`src/rtl/queue_enq_arbiter_pkg.sv`:
```
// Shared types and helpers for the queue enqueue arbiter.
// Defines the arbiter state encoding and the modulo-increment used by the round-robin pointer.
package queue_arb_pkg;

    typedef enum logic {
        ARB_IDLE   = 1'b0,
        ARB_LOCKED = 1'b1
    } arb_state_e;

    function automatic int unsigned rr_next(input int unsigned idx, input int unsigned n);
        return (idx >= n - 1) ? 0 : idx + 1;
    endfunction

endpackage

```
`src/rtl/queue_enq_arbiter_rr_pick.sv`:
```
// Combinational rotate-priority picker: finds the first asserted request at or above start,
// wrapping modulo N, and returns it as a one-hot grant plus its binary index.
module rr_pick #(
    parameter int N     = 4,
    parameter int IDX_W = (N > 1) ? $clog2(N) : 1
) (
    input  logic [N-1:0]     req,
    input  logic [IDX_W-1:0] start,
    output logic [N-1:0]     gnt,
    output logic [IDX_W-1:0] idx,
    output logic             valid
);

    int pos;

    always_comb begin
        gnt   = '0;
        idx   = '0;
        valid = 1'b0;
        pos   = 0;
        for (int k = 0; k < N; k++) begin
            pos = int'(start) + k;
            if (pos >= N) pos = pos - N;
            if (!valid && req[pos]) begin
                valid    = 1'b1;
                gnt[pos] = 1'b1;
                idx      = IDX_W'(pos);
            end
        end
    end

endmodule

```
`src/rtl/queue_enq_arbiter.sv`:
```
// Round-robin arbiter sharing one circular-FIFO enqueue port among NUM_REQ producers, with locked bursts.
// Optional build macro QARB_GNT_CNT_EN adds saturating per-requester grant counters on gnt_cnt.
module queue_enq_arbiter
    import queue_arb_pkg::*;
#(
    parameter int NUM_REQ = 4,
    parameter int WIDTH   = 32,
    localparam int IDX_W  = $clog2(NUM_REQ)
) (
    input  logic                     clk,
    input  logic                     rst,
    input  logic                     flush,
    input  logic [NUM_REQ-1:0]       req,
    input  logic [NUM_REQ-1:0]       req_lock,
    input  logic [NUM_REQ*WIDTH-1:0] req_data,
    output logic [NUM_REQ-1:0]       gnt,
    output logic                     q_enq,
    output logic [WIDTH-1:0]         q_d_in,
    input  logic                     q_full,
    output logic                     locked,
`ifdef QARB_GNT_CNT_EN
    output logic [IDX_W-1:0]         owner,
    output logic [NUM_REQ*32-1:0]    gnt_cnt
`else
    output logic [IDX_W-1:0]         owner
`endif
);

    arb_state_e         state_q, state_d;
    logic [IDX_W-1:0]   rr_ptr_q, rr_ptr_d;
    logic [IDX_W-1:0]   owner_q, owner_d;

    logic [NUM_REQ-1:0] pick_gnt;
    logic [IDX_W-1:0]   pick_idx;
    logic               pick_valid;

    rr_pick #(.N(NUM_REQ), .IDX_W(IDX_W)) u_pick (
        .req   (req),
        .start (rr_ptr_q),
        .gnt   (pick_gnt),
        .idx   (pick_idx),
        .valid (pick_valid)
    );

    always_ff @(posedge clk) begin
        if (rst) begin
            state_q  <= ARB_IDLE;
            rr_ptr_q <= '0;
            owner_q  <= '0;
        end else begin
            state_q  <= state_d;
            rr_ptr_q <= rr_ptr_d;
            owner_q  <= owner_d;
        end
    end

    // A full queue or a flush suppresses every grant; only flush alters state.
    always_comb begin
        gnt      = '0;
        q_enq    = 1'b0;
        q_d_in   = '0;
        state_d  = state_q;
        rr_ptr_d = rr_ptr_q;
        owner_d  = owner_q;
        if (flush) begin
            state_d = ARB_IDLE;
        end else if (!q_full) begin
            case (state_q)
                ARB_IDLE: begin
                    if (pick_valid) begin
                        gnt      = pick_gnt;
                        q_enq    = 1'b1;
                        q_d_in   = req_data[int'(pick_idx)*WIDTH +: WIDTH];
                        rr_ptr_d = IDX_W'(rr_next(32'(pick_idx), NUM_REQ));
                        if (req_lock[pick_idx]) begin
                            state_d = ARB_LOCKED;
                            owner_d = pick_idx;
                        end
                    end
                end
                ARB_LOCKED: begin
                    if (req[owner_q]) begin
                        gnt[owner_q] = 1'b1;
                        q_enq        = 1'b1;
                        q_d_in       = req_data[int'(owner_q)*WIDTH +: WIDTH];
                        if (!req_lock[owner_q]) begin
                            state_d  = ARB_IDLE;
                            rr_ptr_d = IDX_W'(rr_next(32'(owner_q), NUM_REQ));
                        end
                    end
                end
                default: state_d = ARB_IDLE;
            endcase
        end
    end

    assign locked = (state_q == ARB_LOCKED);
    assign owner  = owner_q;

`ifdef QARB_GNT_CNT_EN
    logic [31:0] cnt_q [NUM_REQ];

    // Counters survive flush so software can read lifetime grant totals.
    always_ff @(posedge clk) begin
        if (rst) begin
            for (int i = 0; i < NUM_REQ; i++) cnt_q[i] <= '0;
        end else begin
            for (int i = 0; i < NUM_REQ; i++) begin
                if (gnt[i] && (cnt_q[i] != 32'hFFFF_FFFF)) cnt_q[i] <= cnt_q[i] + 32'd1;
            end
        end
    end

    for (genvar g = 0; g < NUM_REQ; g++) begin : g_cnt
        assign gnt_cnt[g*32 +: 32] = cnt_q[g];
    end
`endif

endmodule

```
`config.mk`:
```
export PLATFORM = sky130hd
export DESIGN_NAME = queue_enq_arbiter
export DESIGN_NICKNAME = d
export VERILOG_FILES = /design/src/rtl/queue_enq_arbiter_pkg.sv /design/src/rtl/queue_enq_arbiter_rr_pick.sv /design/src/rtl/queue_enq_arbiter.sv
export SDC_FILE = /design/constraint.sdc
export NUM_CORES = 1
export LEC_CHECK = 0
export CAP_MARGIN = 20
export CORE_MARGIN = 10
export CORE_UTILIZATION = 40
export CTS_CLUSTER_DIAMETER = 30
export DETAILED_ROUTE_END_ITERATION = 10
export PLACE_DENSITY = 0.85
export SETUP_SLACK_MARGIN = 0.3
export SYNTH_ARGS = -nofsm -noshare
export SYNTH_HDL_FRONTEND = slang
export SYNTH_SLANG_ARGS = --single-unit
```
`constraint.sdc`:
```
create_clock -name clk -period 9.2 [get_ports clk]
set_input_delay 2.76 -clock clk [delete_from_list [all_inputs] [get_ports clk]]
set_output_delay 2.76 -clock clk [all_outputs]
set_load 0.01 [all_outputs]
```
==> results of run 1 <==
kinds of logic after synthesis:
group / share of synthesized area (%)
and+or+nand+nor: 12.40
buffers and inverters: 7.001
adders and majority gates: 3.374
muxes: 52.47
AOI/OAI and AO/OA: 21.38
DFF: 3.374
area by class of cell:
type,instances,share of cell area [%]
multi-input cells,271,55.08
well taps,99,2.552
clock buffers,4,0.9278
inverters,10,0.7732
flip-flops and latches,5,2.113
repair buffers,188,38.56
repair_timing:
item                       in CTS  in global routing
setup buffers                   0                  0
setup endpoints to repair       0                  9
gates resized for setup         0                  1
power by group:
part | switching [mW] | internal [mW] | leakage [nW] | total, mW
Combinational | 0.152 | 0.192 | 1.62 | 0.344
Clock | 0.0100 | 0.0297 | 0.0228 | 0.0397
Sequential | 0.00505 | 0.0237 | 0.0418 | 0.0287
Total | 0.167 | 0.246 | 1.68 | 0.413
cells in the final DEF, fill, tap and decap left out, types with 3 or more instances in the layout:
cell type                         instances
sky130_fd_sc_hd__clkdlybuf4s50_1        179
sky130_fd_sc_hd__mux2i_1                 67
sky130_fd_sc_hd__nand2_1                 38
sky130_fd_sc_hd__mux4_2                  36
sky130_fd_sc_hd__o221ai_1                32
sky130_fd_sc_hd__nor2_1                  21
sky130_fd_sc_hd__inv_1                    9
sky130_fd_sc_hd__ha_1                     8
sky130_fd_sc_hd__buf_4                    8
sky130_fd_sc_hd__a21oi_1                  6
sky130_fd_sc_hd__a211oi_1                 6
sky130_fd_sc_hd__nor3_1                   4
sky130_fd_sc_hd__a22oi_1                  4
sky130_fd_sc_hd__a221oi_1                 4
sky130_fd_sc_hd__or3_1                    3
sky130_fd_sc_hd__nand3_1                  3
sky130_fd_sc_hd__clkbuf_8                 3
sky130_fd_sc_hd__dfxtp_1                  3
critical path, stage by stage:
cell and delay [ps]:
sky130_fd_sc_hd__clkdlybuf4s50_1 610, sky130_fd_sc_hd__mux4_1 690, sky130_fd_sc_hd__nor2b_4 200, sky130_fd_sc_hd__o21ai_4 270, sky130_fd_sc_hd__nand2_8 200, sky130_fd_sc_hd__buf_4 260
sky130_fd_sc_hd__mux2i_1 130, sky130_fd_sc_hd__o221ai_1 180, sky130_fd_sc_hd__clkdlybuf4s50_1 590
flip-flops by register name, indices dropped and copies added, names as in the netlist:
register and flops:
locked 1, owner 2, rr_ptr_q 2
worst paths after layout:
check	startpoint	endpoint	slack, ps	cells after the start
max	req[3]	q_d_in[18]	530	9
min	locked	rr_ptr_q[1]	620	2
max reg2reg	rr_ptr_q[0]	owner[0]	5040	9
min reg2reg	locked	rr_ptr_q[1]	620	2
cell usage after synthesis (2+ instances only):
master                     count  area (um2)
sky130_fd_sc_hd__mux2i_1      67       670.6
sky130_fd_sc_hd__nand2_1      38       142.6
sky130_fd_sc_hd__mux4_2       36       810.8
sky130_fd_sc_hd__o221ai_1     32       280.3
sky130_fd_sc_hd__nor2_1       22       82.58
sky130_fd_sc_hd__clkbuf_1     20       75.07
sky130_fd_sc_hd__inv_1         9       33.78
sky130_fd_sc_hd__ha_1          8       100.1
sky130_fd_sc_hd__a211oi_1      6       45.04
sky130_fd_sc_hd__a21oi_1       6       30.03
sky130_fd_sc_hd__buf_4         5       37.54
sky130_fd_sc_hd__dfxtp_1       5       100.1
sky130_fd_sc_hd__a221oi_1      4       35.03
sky130_fd_sc_hd__a22oi_1       4       30.03
sky130_fd_sc_hd__buf_2         4       20.02
sky130_fd_sc_hd__nor3_1        4       20.02
sky130_fd_sc_hd__buf_6         3       33.78
sky130_fd_sc_hd__nand3_1       3       15.01
sky130_fd_sc_hd__or3_1         3       18.77
sky130_fd_sc_hd__mux2_2        2       22.52
sky130_fd_sc_hd__nand2b_1      2       12.51
sky130_fd_sc_hd__nor3b_1       2       15.01
per-layer routing:
metal | up-vias | part of all wire, %
met2 | 174 | 49
met5 | - | 0
li1 | 1639 | -
met3 | 18 | 11
met4 | 0 | 1.8
met1 | 1647 | 39
stage by stage:
stage          power, mW  cells  setup WS, ps  hold slack (ps)  area [um2]
2_1_floorplan     0.2338    319          2039            565.4        2967
3_3_place_gp      0.3640    573         540.5            584.4        4801
3_5_place_dp      0.3727    573         485.8            597.5        4801
4_1_cts           0.4147    577         464.3            602.8        4846
5_1_grt           0.4444    577         312.4            636.3        4855
6_report          0.4129    577         527.8            616.2        4855
==> results.cfg, run 1 <==
[run_status]
outcome = finished, final reports clean

[clock_network]
cts_made_buffers = 3
clock_tree_from_tritoncts = yes
post_cts_hold_buffer_count = 0
cts_max_path_buffers = 2
ctsHtreeMaxLevel = 1
cts.reportedPaths.clkPinSlew_ps = 40
clock_insertion_delay_worst_skew_ps = 220
cts_root_buffer = sky130_fd_sc_hd__clkbuf_8
cts_num_sinks = 5

[timing]
final-max-slew-violation-count = 0
fin_tns_setup_ps = 0
final-setup-viol-count = 0
final.period_utilization_pct = 94.26
report.final.hold_viol_count = 0
setup_repair_after_global_routing_missed_its_margin = no
max-slew-margin-rel_pct = 51.91
period_minus_ws_final_ps = 8672
skew_ps = 0.6930
tightest_slew_ps = 720.3
max_freq_mhz = 115.3

[grt]
grt_util_met2_pct = 35.78
grt.met3_usage_pct = 8.454
globalRouteMet1Util_pct = 23.90
grt-ovfl-total = 0
grt.busiest_layer = met2
first_global_vias = 3683
antenna_found_initial = 0
grtUsageTotal_pct = 20.82
grt_max_degree = 40
first_pass_grt_wire_length_um = 19740

[worst_setup_path]
worst-setup-path-type = primary input to output pin
crit_path_max_fanout = 22
critPathRequiredTime_ps = 6440
setup.worst_path.start_class = primary input
worst-endpoint-arrival_ps = 5910
worst_setup_path_end_kind = output pin

[synth]
postSynthNetCount = 467
post_synth_instance_area_um2 = 2967
synth_seq_area_share_pct = 3.374
synth_edf_count = 0
synth_cell_type_count = 56
syn_avg_cell_area_um2 = 9.300
instance_count_of_the_mapped_netlist = 319
postSynth.asyncResetShare_pct = 0
synth.yosys.warnings = 0
synthFlopType = sky130_fd_sc_hd__dfxtp_1
synth.ff_latch_count = 5

[die]
die-area_um2 = 11260
die_w_um = 106.1
num_rows = 31
top_level_ports = 180
fp.dieH_um = 106.1
initial_core_utilization_pct = 41.12
core_area_um2 = 7214

[drt]
drc_violations_left = 0
drt-wirelength-per-cell_um = 20.98
antenna_left = 0
firstDrtPassIters = 4
route.detailed.vias_per_inst = 6.028
drt_wl_total_um = 12110
drtIter0Drc = 150
vias = 3478

[placed_design]
estimated_wirelength_of_the_detail_placed_design_um = 9729
routabilityCongestion = 0.8251
port-buffer-count = 179

[power_and_ir_drop]
worst_ir_drop_vdd_v = 0.00004882
leakagePower_nw = 1.684
power_density_nw_per_um2 = 85.05

[min_path]
hp-class = flop to flop

[layout]
drive_above_1_share_pct = 13.39
multiInputGateArea_um2 = 2674
synthToLayoutAreaGrowth_pct = 63.64
n_antenna_cell = 0
final_core_utilization_pct = 67.29
fillerInstances = 595
layout.area.seq_um2 = 102.6
layout.nets = 627

[run]
drv.max_cap_violation_count = 0
Power figures use the tool's default switching activity.
==> inputs of run 2 (changes only) <==
CAP_MARGIN = 30   (was 20)
HOLD_SLACK_MARGIN = 0.06   (was unset)
SETUP_SLACK_MARGIN = 0.4   (was 0.3)
==> run 2 against run 1 <==
Power increased by 0.75%. Sequential share of layout area about the same. Clock skew up 0.70 ps. Setup slack improved by 62 ps. Highest routed layer unchanged. Flip-flop and latch count did not move. Fmax increased by 0.72%. Cell count grew 0.17%. Register-to-register slack hardly changed.
==> results.cfg, run 2 (synthesis gave the netlist of run 1 again) <==
[clock_network]
cts_num_sinks = 5
clock_tree_from_tritoncts = yes
cts_root_buffer = sky130_fd_sc_hd__clkbuf_8
post_cts_hold_buffer_count = 0
cts.reportedPaths.clkPinSlew_ps = 40
ctsHtreeMaxLevel = 1
cts_max_path_buffers = 2
cts_made_buffers = 3
clock_insertion_delay_worst_skew_ps = 220

[die]
core_area_um2 = 7214
die-area_um2 = 11260
initial_core_utilization_pct = 41.12
top_level_ports = 180
fp.dieH_um = 106.1
num_rows = 31
die_w_um = 106.1

[layout]
synthToLayoutAreaGrowth_pct = 64.11
layout.nets = 628
most-common-layout-cells = sky130_fd_sc_hd__clkdlybuf4s50_1, sky130_fd_sc_hd__mux2i_1, sky130_fd_sc_hd__nand2_1, sky130_fd_sc_hd__mux4_2, sky130_fd_sc_hd__o221ai_1
n_antenna_cell = 0
drive_above_1_share_pct = 13.99
layout_commonest_cell = sky130_fd_sc_hd__clkdlybuf4s50_1
fillerInstances = 594

[power_and_ir_drop]
worst_ir_drop_vdd_v = 0.00004883
leakagePower_nw = 1.687
power_density_nw_per_um2 = 85.45

[placed_design]
port-buffer-count = 179
routabilityCongestion = 0.8251
pre_cts_slack_ps = 485.8
estimated_wirelength_of_the_detail_placed_design_um = 9729

[worst_setup_path]
worst-endpoint-arrival_ps = 5850
worst-setup-path-type = primary input to output pin
critPathRequiredTime_ps = 6440
setup.worst_path.start_class = primary input
crit_path_max_fanout = 22
worst_setup_path_end_kind = output pin

[drt]
drc_violations_left = 0
route.detailed.vias_per_inst = 6.059
firstDrtPassIters = 4
drt-wirelength-per-cell_um = 20.95
antenna_left = 0
vias = 3502
drt_wl_total_um = 12110
drtIter0Drc = 130

[timing]
skew_ps = 1.397
final_critical_path_setup_slack_ps = 590.2
final-setup-viol-count = 0
report.final.hold_viol_count = 0
fin_tns_setup_ps = 0
setup_repair_after_global_routing_missed_its_margin = no
final.period_utilization_pct = 93.59
period_minus_ws_final_ps = 8610
final-max-slew-violation-count = 0
max_freq_mhz = 116.1
tightest_slew_ps = 714.7
max-slew-margin-rel_pct = 52.29

[grt]
grt_max_degree = 40
grt-ovfl-total = 0
first_pass_grt_wire_length_um = 19740
first_global_vias = 3683
antenna_found_initial = 0
grtUsageTotal_pct = 20.82

[run_status]
outcome = finished, final reports clean

[run]
drv.max_cap_violation_count = 0

[min_path]
hp-class = flop to flop
-- run 2: what timing repair did --
| item | CTS | global route |
|---|---|---|
| setup endpoints to repair | 0 | 24 |
| resized for setup | 0 | 4 |
| buffers inserted | 0 | 1 |
-- run 2: worst paths after layout --
kind	startpoint	to	slack, ps	cells after the start
min reg2reg	locked	rr_ptr_q[1]	610	2
max	req[2]	q_d_in[30]	590	9
max reg2reg	rr_ptr_q[0]	owner[0]	5040	9
min	locked	rr_ptr_q[1]	610	2
-- run 2: worst max-delay path, cell delays in order --
cell and delay [ps]:
sky130_fd_sc_hd__clkdlybuf4s50_1 630, sky130_fd_sc_hd__mux4_2 660, sky130_fd_sc_hd__nor2b_4 240, sky130_fd_sc_hd__o21ai_4 130, sky130_fd_sc_hd__nand2_8 270, sky130_fd_sc_hd__buf_4 260
sky130_fd_sc_hd__mux2i_1 220, sky130_fd_sc_hd__o221ai_1 140, sky130_fd_sc_hd__clkdlybuf4s50_1 530
-- run 2: power breakdown --
| part | internal [mW] | switching [mW] | leakage (nW) |
|---|---|---|---|
| sequential | 0.0236 | 0.00503 | 0.0418 |
| combinational | 0.194 | 0.153 | 1.62 |
| clock | 0.0297 | 0.0102 | 0.0228 |
| total | 0.247 | 0.169 | 1.69 |
-- run 2: final cells by class --
class	instances	area, um2	area share, %
multi-input cells	271	2680	55.05
repair buffers	189	1879	38.60
inverters	10	37.54	0.7710
well taps	99	123.9	2.544
flip-flops and latches	5	102.6	2.107
clock buffers	4	45.04	0.9252
-- run 2: metrics by stage --
| step | power, mW | utilization [%] | cells | hold WS [ps] | cell area [um2] |
|---|---|---|---|---|---|
| global route | 0.4475 | 67.48 | 578 | 636.3 | 4868 |
| finish | 0.4160 | 67.48 | 578 | 609.0 | 4868 |
| floorplan | 0.2338 | - | 319 | 565.4 | 2967 |
| global placement | 0.3640 | 66.55 | 573 | 584.4 | 4801 |
| CTS | 0.4147 | 67.17 | 577 | 602.8 | 4846 |
| detailed placement | 0.3727 | 66.55 | 573 | 597.5 | 4801 |
-- run 2: per-layer routing --
metal	part of all wire, %	GRT usage, %
met5	0	0
met4	1.9	4.062
met3	11	8.454
met2	48	35.78
met1	38	23.90
